<file path="src/rtl/syn_co_arb_pkg.sv">
// Shared types and helpers for the round-robin counter arbiter:
// FSM state encoding, default sizes and the round-robin winner search.
package syn_co_pkg;

    typedef enum logic [1:0] {
        IDLE = 2'd0,
        STEP = 2'd1,
        HOLD = 2'd2
    } arb_state_e;

    localparam int DEF_NREQ  = 4;
    localparam int DEF_WIDTH = 3;
    localparam int MAX_NREQ  = 8;
    localparam int RR_IDW    = 3;

    // Before the first grant the search starts at requester 0; afterwards it
    // starts one past the last winner. Result is only meaningful when req != 0.
    function automatic logic [RR_IDW-1:0] rr_pick(
        input logic [MAX_NREQ-1:0] req,
        input logic [RR_IDW-1:0]   last,
        input logic                fresh,
        input int                  nreq
    );
        int                start;
        int                idx;
        logic              found;
        logic [RR_IDW-1:0] win;
        start = fresh ? 0 : (int'(last) + 1) % nreq;
        found = 1'b0;
        win   = last;
        for (int k = 0; k < MAX_NREQ; k++) begin
            idx = (start + k) % nreq;
            if (k < nreq && !found && req[idx]) begin
                win   = RR_IDW'(idx);
                found = 1'b1;
            end
        end
        return win;
    endfunction

endpackage

</file>
<file path="src/rtl/syn_co_arb_if.sv">
// Request/grant/counter bundle between the event sources (master) and
// the shared-counter arbiter (slave).
interface syn_co_arb_if
    import syn_co_pkg::*;
#(
    parameter int NREQ  = DEF_NREQ,
    parameter int WIDTH = DEF_WIDTH
);
    localparam int IDW = $clog2(NREQ);

    logic              clr;
    logic [NREQ-1:0]   req;
    logic [NREQ-1:0]   dir;
    logic [NREQ-1:0]   gnt;
    logic [IDW-1:0]    gnt_id;
    logic              busy;
    logic              wrap;
    logic [WIDTH-1:0]  count;

    modport master (
        output clr, req, dir,
        input  gnt, gnt_id, busy, wrap, count
    );

    modport slave (
        input  clr, req, dir,
        output gnt, gnt_id, busy, wrap, count
    );

endinterface

</file>
<file path="src/rtl/syn_co_arb_updn_cnt.sv">
// WIDTH-bit up/down counter with modulo or saturating limits; wrap_evt
// pulses for one cycle after a step that wrapped or was blocked.
module updn_cnt #(
    parameter int WIDTH = 3,
    parameter bit SAT   = 1'b0
) (
    input  logic             clk,
    input  logic             rst_n,
    input  logic             clr,
    input  logic             en,
    input  logic             up,
    output logic [WIDTH-1:0] count,
    output logic             wrap_evt
);
    localparam logic [WIDTH-1:0] MAXV = '1;
    localparam logic [WIDTH-1:0] ONE  = WIDTH'(1);

    logic [WIDTH-1:0] count_q, count_d;
    logic             wrap_q, wrap_d;
    logic             at_limit;

    // clr wins over a pending step: the step is dropped and no event is flagged.
    always_comb begin
        at_limit = up ? (count_q == MAXV) : (count_q == '0);
        count_d  = count_q;
        wrap_d   = 1'b0;
        if (clr) begin
            count_d = '0;
        end else if (en) begin
            wrap_d = at_limit;
            if (!(SAT && at_limit)) begin
                count_d = up ? (count_q + ONE) : (count_q - ONE);
            end
        end
    end

    always_ff @(posedge clk or negedge rst_n) begin
        if (!rst_n) begin
            count_q <= '0;
            wrap_q  <= 1'b0;
        end else begin
            count_q <= count_d;
            wrap_q  <= wrap_d;
        end
    end

    assign count    = count_q;
    assign wrap_evt = wrap_q;

endmodule

</file>
<file path="src/rtl/syn_co_arb.sv">
// Round-robin arbiter sharing one up/down counter among NREQ requesters;
// each grant runs a fixed IDLE -> STEP -> HOLD sequence.
module syn_co_arb
    import syn_co_pkg::*;
#(
    parameter int NREQ  = DEF_NREQ,
    parameter int WIDTH = DEF_WIDTH,
    parameter bit SAT   = 1'b0
) (
    input  logic           clk,
    input  logic           rst_n,
    syn_co_arb_if.slave    bus
);
    localparam int IDW = $clog2(NREQ);

    arb_state_e        state_q;
    logic [NREQ-1:0]   gnt_q;
    logic [IDW-1:0]    gnt_id_q;
    logic [IDW-1:0]    ptr_q;
    logic              first_q;
    logic              dir_q;

    logic [IDW-1:0]    win_id_d;
    logic [NREQ-1:0]   win_onehot_d;
    logic              cnt_en;
    logic              wrap_evt;
    logic [WIDTH-1:0]  count;

    assign win_id_d = IDW'(rr_pick(MAX_NREQ'(bus.req), RR_IDW'(ptr_q), first_q, NREQ));

    for (genvar gi = 0; gi < NREQ; gi++) begin : g_onehot
        assign win_onehot_d[gi] = (win_id_d == IDW'(gi));
    end

    // The pointer only advances once the step is issued, so a request that is
    // still high after HOLD competes again from the next position.
    always_ff @(posedge clk or negedge rst_n) begin
        if (!rst_n) begin
            state_q  <= IDLE;
            gnt_q    <= '0;
            gnt_id_q <= '0;
            ptr_q    <= '0;
            first_q  <= 1'b1;
            dir_q    <= 1'b0;
        end else begin
            case (state_q)
                IDLE: begin
                    if (|bus.req) begin
                        gnt_q    <= win_onehot_d;
                        gnt_id_q <= win_id_d;
                        dir_q    <= bus.dir[win_id_d];
                        state_q  <= STEP;
                    end
                end
                STEP: begin
                    gnt_q   <= '0;
                    ptr_q   <= gnt_id_q;
                    first_q <= 1'b0;
                    state_q <= HOLD;
                end
                HOLD: begin
                    state_q <= IDLE;
                end
                default: begin
                    state_q <= IDLE;
                end
            endcase
        end
    end

    assign cnt_en = (state_q == STEP);

    updn_cnt #(
        .WIDTH (WIDTH),
        .SAT   (SAT)
    ) u_cnt (
        .clk      (clk),
        .rst_n    (rst_n),
        .clr      (bus.clr),
        .en       (cnt_en),
        .up       (dir_q),
        .count    (count),
        .wrap_evt (wrap_evt)
    );

    assign bus.gnt    = gnt_q;
    assign bus.gnt_id = gnt_id_q;
    assign bus.busy   = (state_q != IDLE);
    assign bus.wrap   = wrap_evt;
    assign bus.count  = count;

    gnt_onehot_a: assert property (@(posedge clk) disable iff (!rst_n) $onehot0(gnt_q));

endmodule

</file>
<file path="src/flat_wrapper.sv">
// flat-port wrapper written by rule: the top's interface ports become plain ports
module syn_co_arb_flat import syn_co_pkg::*;
#(
    parameter int NREQ  = DEF_NREQ,
    parameter int WIDTH = DEF_WIDTH,
    parameter bit SAT   = 1'b0
)
  (clk, rst_n, bus_clr, bus_req, bus_dir, bus_gnt, bus_gnt_id, bus_busy, bus_wrap, bus_count);
  syn_co_arb_if #(.NREQ(NREQ), .WIDTH(WIDTH)) bus_i ();
  input  logic clk;
  input  logic rst_n;
  input wire logic [$bits(bus_i.clr)-1:0] bus_clr;
  input wire logic [$bits(bus_i.req)-1:0] bus_req;
  input wire logic [$bits(bus_i.dir)-1:0] bus_dir;
  output wire logic [$bits(bus_i.gnt)-1:0] bus_gnt;
  output wire logic [$bits(bus_i.gnt_id)-1:0] bus_gnt_id;
  output wire logic [$bits(bus_i.busy)-1:0] bus_busy;
  output wire logic [$bits(bus_i.wrap)-1:0] bus_wrap;
  output wire logic [$bits(bus_i.count)-1:0] bus_count;
  assign bus_i.clr = bus_clr;
  assign bus_i.req = bus_req;
  assign bus_i.dir = bus_dir;
  assign bus_gnt = bus_i.gnt;
  assign bus_gnt_id = bus_i.gnt_id;
  assign bus_busy = bus_i.busy;
  assign bus_wrap = bus_i.wrap;
  assign bus_count = bus_i.count;
  syn_co_arb #(.NREQ(NREQ), .WIDTH(WIDTH), .SAT(SAT)) u_core (.clk(clk), .rst_n(rst_n), .bus(bus_i));
endmodule
</file>
<file path="config.mk">
export PLATFORM = sky130hd
export DESIGN_NAME = syn_co_arb_flat
export DESIGN_NICKNAME = d
export VERILOG_FILES = /design/src/rtl/syn_co_arb_pkg.sv /design/src/rtl/syn_co_arb_if.sv /design/src/rtl/syn_co_arb_updn_cnt.sv /design/src/rtl/syn_co_arb.sv /design/src/flat_wrapper.sv
export SDC_FILE = /design/constraint.sdc
export NUM_CORES = 1
export LEC_CHECK = 0
export ABC_AREA = 1
export CAP_MARGIN = 20
export CORE_MARGIN = 10
export CORE_UTILIZATION = 30
export DETAILED_ROUTE_END_ITERATION = 10
export DONT_BUFFER_PORTS = 1
export PLACE_DENSITY = 0.46
export SYNTH_ARGS = -nofsm -noshare
export SYNTH_HDL_FRONTEND = slang
export SYNTH_SLANG_ARGS = --single-unit
export TNS_END_PERCENT = 10
</file>
<file path="constraint.sdc">
create_clock -name clk -period 1.75 [get_ports clk]
set_clock_uncertainty 0.05 [all_clocks]
set_input_delay 0.4375 -clock clk [delete_from_list [all_inputs] [get_ports clk]]
set_output_delay 0.4375 -clock clk [all_outputs]
set_load 0.005 [all_outputs]
</file>
==> summary.md <==
| Metric | Value |
|---|---|
| Layout Area Growth over Synthesis | `29.2%` |
| Clk sinks | `16` |
| Net Count, Synth | `170` |
| Num CTS Buffers | `3` |
| Placed Area | `1290 sq um` |
| Max VDD drop | `896 uV` |
| Worst Path Arrival | `2000 ps` |
| Vias per cell | `4.57` |
| Worst-path fanout max | `8` |
| Unrepaired setup endpoints after global routing | `yes` |
| Yosys top cell by area | `dfrtp_1` |
| Reg2reg setup slack | `-160 ps` |
| Share of cells above drive strength 1 | `34.1%` |
| Final period util | `109%` |
| Synthesis-stage register bit count | `16` |
| Die H | `81.2 um` |
| Root Driver | `clkbuf_8` |
| Total track usage | `9.20%` |
| Largest net degree at the start of global routing | `17` |
| Grt ovf | `0` |
| CTS tree | `built` |
| DRC | `0` |
| Die Area | `6590 sq um` |
| Placed insts | `221` |
| Outcome | `finished with violations` |
| Largest cells by area after synthesis | `dfrtp_1 (33%), nand2_1 (20%), nand3_1 (7.6%)` |
| Min cycle time layout | `1910 ps` |
| Pleak | `0.753 nW` |
| Hold endpoint | `u_core.u_cnt.count[2]$_DFFE_PN0P_` |
| Post-synth top area share | `33.4%` |
| Req. time, crit path | `1840 ps` |
| Setup crit end kind | `flip-flop` |
| Syn Area/Cell | `7.10 sq um` |
| Avg WL per Cell | `12.4 um` |
| Cells on worst reg2reg path | `15` |
| Global-route wire length before repair | `4870 um` |
| Clock buffer depth | `2` |
| Hold crit path type | `in2reg` |
| Worst Tran Pin Value | `704 ps` |
| F_max | `524 MHz` |
| Core area | `3630 sq um` |
| PwrDens | `2090 nW/um^2` |
| ANT nets after route | `0` |
| Synth Warn # | `0` |
| Post-Syn Instances | `158` |
| Violated checks | `negative setup slack` |
| Hold Path Depth | `3` |
| Final setup viols | `7` |
| FF-to-FF End | `u_core.dir_q$_DFFE_PN0P_` |
| Starting Density | `30.9%` |
| Final worst setup slack | `-158 ps` |
| Hpwl dp | `2280 um` |
| H-tree levels | `1` |
| Post-synthesis sequential area ratio | `35.8%` |
| Row count | `22` |
| Commonest non-fill, non-tap cell in the layout | `nand2_1` |
| Antenna violations before repair | `0` |
| DRT iter0 DRCs | `35` |
| Synthesized cell area | `1120 sq um` |
| Fin area | `1450 sq um` |
| Vias | `1052` |
| Count of pins over their slew limit | `0` |
| Routability cong. | `0.801` |
| Worst setup path category | `reg2reg` |
| Die X | `81.2 um` |
| Worst Hold Launch | `bus_clr` |
| Antenna cells | `0` |
| Final #Nets | `195` |
| Critical path origin | `u_core.first_q$_DFFE_PN1P_` |
| First-pass DRT Iterations | `4` |
| Worst-path clk slew | `60 ps` |
| Hold Violations, Final | `0` |
| Reg2reg start | `u_core.first_q$_DFFE_PN1P_` |
| Commonest non-fill, non-tap cells in the layout | `nand2_1 (51), buf_4 (19), inv_1 (18)` |
| Normalized max-slew margin | `52.9%` |
| Yosys cell types | `24` |
| # IOs | `22` |
| Cell Count, Final, Fillers Out | `230` |
| # port buffers | `0` |
| Startpoint types | `flip-flop` |
| Vias in the first global route | `1082` |
| DRT Wirelength | `2860 um` |
| Latest clock arrival within the worst-skew pair | `250 ps` |
| Maxcap violations | `0` |
-- state kept, by name (all words and copies together) (netlist names) --
signal,flops
u_core.bus.gnt,4
u_core.bus.gnt_id,2
u_core.dir_q,1
u_core.first_q,1
u_core.ptr_q,2
u_core.state_q,2
u_core.u_cnt.count,3
u_core.u_cnt.wrap_evt,1
-- worst max path at each step --
stage	end	slack [ps]
global placement	u_core.dir_q$_DFFE_PN0P_	-130
CTS	u_core.dir_q$_DFFE_PN0P_	-130
finish	u_core.dir_q$_DFFE_PN0P_	-160
detailed placement	u_core.dir_q$_DFFE_PN0P_	-170
global route	u_core.dir_q$_DFFE_PN0P_	-290
floorplan	u_core.dir_q$_DFFE_PN0P_	-20
-- area by class of cell --
| class | instances | area, sq um |
|---|---|---|
| Sequential cell | 16 | 403 |
| Inverter | 22 | 90.1 |
| Tap cell | 48 | 60.1 |
| Clock buffer | 4 | 45.0 |
| Multi-Input combinational cell | 120 | 699 |
| Timing Repair Buffer | 20 | 153 |
| Fill cell | 409 | 2180 |
-- kinds of logic after synthesis --
kind of cell	after synthesis	synth area share, %
fa+ha+maj	1	1.78
simple gates	103	45.9
buf+inv	22	7.80
flops	16	35.8
compound gates	16	8.70
-- what timing repair did --
item / 4_1_cts / 5_1_grt
pin swaps: 10 / 9
hold endpoints to repair: 16 / 0
hold buffers: 1 / 0
endpoints found under the setup margin: 7 / 7
resized for setup: 14 / 5
setup buffers: 4 / 0
-- routing by layer --
metal / vias to the layer above / global-route usage [%] / wire [um]
li1: 551 / - / -
met1: 477 / 10.4 / 1180
met2: 18 / 15.3 / 1420
met3: 6 / 3.20 / 205
met4: 0 / 4.15 / 53
met5: - / 0 / 0
-- critical path, stage by stage, from the launching register on --
cell	delay [ps]
dfstp_2	610
nor2_4	90
nand2_2	60
nand2_2	70
nand2_2	90
nand2_4	70
nor2_4	160
nand3_4	140
clkinv_4	90
nand2_4	50
nand2_4	80
nand2_2	50
nand3_2	50
nand2_1	50
nand2_1	50
nand2_1	40
-- where the power goes --
group	total (mW)	internal (mW)	switching (mW)
Clock	0.279	0.161	0.118
Sequential	0.675	0.526	0.149
Combinational	2.07	0.867	1.20
-- cell usage after synthesis (all sizes together) --
cell / number
o22ai: 2
dfrtp: 15
or2: 3
nand2: 69
nor4: 1
a21oi: 3
a221oi: 1
nand3: 21
o21ai: 9
inv: 21
nor2: 9
clkinv: 1
fa: 1
dfstp: 1
o31ai: 1
-- metrics by stage --
stage / power [mW] / hold slack (ps) / setup slack, ps / TNS (ps) / util, %
floorplan: 1.94 / 91.9 / -19.9 / -19.9 / -
global placement: 2.53 / 92.4 / -132 / -550 / 35.6
finish: 3.02 / 346 / -158 / -839 / 39.9
detailed placement: 2.55 / 92.4 / -168 / -863 / 35.6
CTS: 3.03 / 341 / -135 / -681 / 39.5
global route: 3.36 / 364 / -286 / -1650 / 39.9
(Power assumes the default switching activity.)
==> edit 1 (same flow settings) <==
`SAT` is set to 1'b0 in 3 places; all go to 1'b1.
--- a/src/rtl/syn_co_arb_updn_cnt.sv
+++ b/src/rtl/syn_co_arb_updn_cnt.sv
@@ -2,7 +2,7 @@
 // pulses for one cycle after a step that wrapped or was blocked.
 module updn_cnt #(
     parameter int WIDTH = 3,
-    parameter bit SAT   = 1'b0
+    parameter bit SAT   = 1'b1
 ) (
     input  logic             clk,
     input  logic             rst_n,
--- a/src/rtl/syn_co_arb.sv
+++ b/src/rtl/syn_co_arb.sv
@@ -5,7 +5,7 @@
 #(
     parameter int NREQ  = DEF_NREQ,
     parameter int WIDTH = DEF_WIDTH,
-    parameter bit SAT   = 1'b0
+    parameter bit SAT   = 1'b1
 ) (
     input  logic           clk,
     input  logic           rst_n,
--- a/src/flat_wrapper.sv
+++ b/src/flat_wrapper.sv
@@ -3,7 +3,7 @@
 #(
     parameter int NREQ  = DEF_NREQ,
     parameter int WIDTH = DEF_WIDTH,
-    parameter bit SAT   = 1'b0
+    parameter bit SAT   = 1'b1
 )
   (clk, rst_n, bus_clr, bus_req, bus_dir, bus_gnt, bus_gnt_id, bus_busy, bus_wrap, bus_count);
   syn_co_arb_if #(.NREQ(NREQ), .WIDTH(WIDTH)) bus_i ();
Function: changed (a bounded check fails within 4 cycles, from zero or initial values and one cycle with rst_n low).
==> edit 1 against the unedited design <==
The run still ends with setup timing left. Final area rose by 2.8%. First-iteration DRC count did not move. Sequential cell count did not move. Area after synthesis fell by 0.89%. Total power rose by 6.0%. Routed wire length rose by 5.7%. Synthesized cell count fell by 0.63%. Critical path depth fell by 3. Worst setup slack got worse by 0.0093 ns. Critical path type unchanged. Highest routed layer unchanged.
==> edit 1: results <==
routing:
  wl_met1_mm: 1.23
  vias: 1073
  wl_met2_mm: 1.54
  vias_per_cell: 4.77
power:
  p_sw_mw: 1.64
  p_leak_nw: 0.753
  pg_clk_uw: 283
  peakVddDrop_uv: 823
  power_frac_seq_pct: 21.4
placed_design:
  pre_cts_ws_ns: -0.245
  numPlacedInstances: 217
  hpwl_mm: 2.29
finish:
  num-multi-input-gates: 122
  multi_input_area_um2: 787
  n_all_inverters: 19
  buf_share_pct: 8.22
  n_all_buffers: 16
  n_fill_cell: 401
  drive_gt1_share_pct: 41.8
  final-clk-cell-share_pct: 3.02
run_status:
  violations: "setup timing"
  status: "complete, but fails checks"
sta:
  finalWorstSetupSlack_ns: -0.167
  setup_viol: 7
global_route:
  grt_usage_pct: 9.01
  met3_usage_pct: 3.31
  grt_pass1_vias: 1058
  grt_pass1_wl_mm: 4.75
  met2_usage_pct: 14.0
clock_network:
  cts_setup_buffers: 0
  cts_resized: 4
synthesis:
  avgSynthCellArea_um2: 7.08
  ys_seq_area_share_pct: 36.1
  synthAdderAreaFrac_pct: 1.80
  synthTopCellsByCount: "nand2_1 (50), nand3_1 (21), inv_1 (18)"
  syn_nets: 169
  netlist-cell-type-count: 22
  yosys.area_share.xor_xnor_pct: 1.57
critical_path:
  cp.arrival_ns: 2.03
-- edit 1: cell count changes in the layout (fill, tap and decap cells not counted), moves of 3 or more --
cell	before	now
nand2_2	12	15
nor2_1	5	9
inv_1	18	15
nand3_2	2	10
nand2_1	51	36
nand2_4	5	8
nand3_1	16	13
buf_4	19	15
nand3_4	3	0
nor2_2	2	6
-- edit 1: per-stage QoR --
step                instance area, um2  hold WS [ns]
floorplan                         1110        0.0919
global placement                  1260        0.0924
detailed placement                1260        0.0924
CTS                               1320         0.313
global route                      1490         0.316
finish                            1490         0.328
-- edit 1: path summary, 6_finish.rpt --
check,start,end,slack [ns],depth (start not counted)
max,u_core.first_q,u_core.bus.gnt[1],-0.17,12
min,bus_clr,u_core.u_cnt.wrap_evt,0.33,3
max reg2reg,u_core.first_q,u_core.bus.gnt[1],-0.17,12
min reg2reg,u_core.bus.gnt[0],u_core.bus.gnt[0],0.48,2
max in group asynchronous,rst_n,u_core.ptr_q[0],0.47,1
min in group asynchronous,rst_n,u_core.bus.gnt_id[0],0.66,1
==> edit 2 (same flow settings) <==
Made on the original files. Make the reset (`rst_n`) synchronous in 2 clocked blocks.
--- a/src/rtl/syn_co_arb_updn_cnt.sv
+++ b/src/rtl/syn_co_arb_updn_cnt.sv
@@ -34,7 +34,7 @@
         end
     end
 
-    always_ff @(posedge clk or negedge rst_n) begin
+    always_ff @(posedge clk) begin
         if (!rst_n) begin
             count_q <= '0;
             wrap_q  <= 1'b0;
--- a/src/rtl/syn_co_arb.sv
+++ b/src/rtl/syn_co_arb.sv
@@ -34,7 +34,7 @@
 
     // The pointer only advances once the step is issued, so a request that is
     // still high after HOLD competes again from the next position.
-    always_ff @(posedge clk or negedge rst_n) begin
+    always_ff @(posedge clk) begin
         if (!rst_n) begin
             state_q  <= IDLE;
             gnt_q    <= '0;
Formal check against the unedited RTL: differs if rst_n is asserted again (counterexample within 4 cycles, from zero or initial values and one cycle with rst_n low); with rst_n held inactive, the same outputs for 10 cycles.
==> edit 2 against the unedited design <==
Worst setup slack better by 0.18 ns. Synthesized cell count increased by 4.4%. Final area down 5.5%. Routed wire length fell by 2.0%. Area after synthesis decreased by 7.8%. Sequential cell count stayed put. Global-route usage decreased by 0.17 points. Critical path depth shrank 3. First-iteration DRC count increased by 23%. Critical path type unchanged. Largest cell class unchanged.
Power is not compared: it rests on default switching activity, and its combinational part moved more than twofold at a synthesized area within 25%.
==> edit 2: results <==
placed_design:
  numPlacedInstances: 224
  pre_cts_ws_ns: -0.0790
  place_area_um2: 1190
  hpwl_mm: 2.28
critical_path:
  timing.rr.end: "u_core.bus.gnt[2]"
  cpPeakStageDelay_ns: 0.37
  slowest_stage: "dfxtp_4"
  r2r_slack_ns: 0.02
  crit_start: "u_core.ptr_q[0]"
  r2r_cells: 12
  cp_max_fo: 7
global_route:
  met3_usage_pct: 2.36
  grt_max_degree: 10
  grt_usage_pct: 9.03
run_status:
  status: "complete, no violations"
finish:
  n_fill_cell: 362
  final_core_utilization_pct: 41.1
  nNetsFinal: 198
routing:
  wl_met2_mm: 1.46
  vias: 1086
  wl_met3_um: 133
  vias_per_cell: 4.72
worst_hold_path:
  whs_path_depth: 1
  hold_start: "rst_n"
synthesis:
  synthArstFlopShare_pct: 0
  synthTopCellsByCount: "nand2_1 (52), inv_1 (21), dfxtp_1 (16)"
  ys_seq_area_share_pct: 31.0
  synthCells: 165
  netlist-cell-type-count: 23
  syn_nets: 177
clock_network:
  cts_root_buf: "clkbuf_4"
  cts_resized: 17
  insertion_delay_ns: 0.28
sta:
  fin_hold_ws_ns: 0.177
  worst_slew_pin_slew_ns: 0.467
==> edit 2: power breakdown <==
group	internal (mW)	total [mW]	switching, mW
registers	0.404	0.444	0.0400
clock network	0.0800	0.190	0.110
logic	0.186	0.470	0.283
total	0.671	1.10	0.434
==> edit 2: area by class of cell <==
type                       count  area [um2]  area share (%)
multi-input combinational    122         734            53.6
clock buffer                   3        22.5            1.64
tap                           46        57.6            4.20
inverter                      27         104            7.58
timing repair buffer          16         120            8.77
sequential                    16         332            24.2
==> edit 2: kinds of logic (layout without fill, tap and decap cells) <==
| family | count (synthesis) | count (layout) | share of synthesized area, % |
|---|---|---|---|
| DFF | 16 | 16 | 31.0 |
| adders and majority gates | 1 | 1 | 1.93 |
| buffers and inverters | 27 | 46 | 9.92 |
| and+or+nand+nor | 97 | 97 | 44.7 |
| AOI/OAI and AO/OA | 24 | 24 | 12.5 |
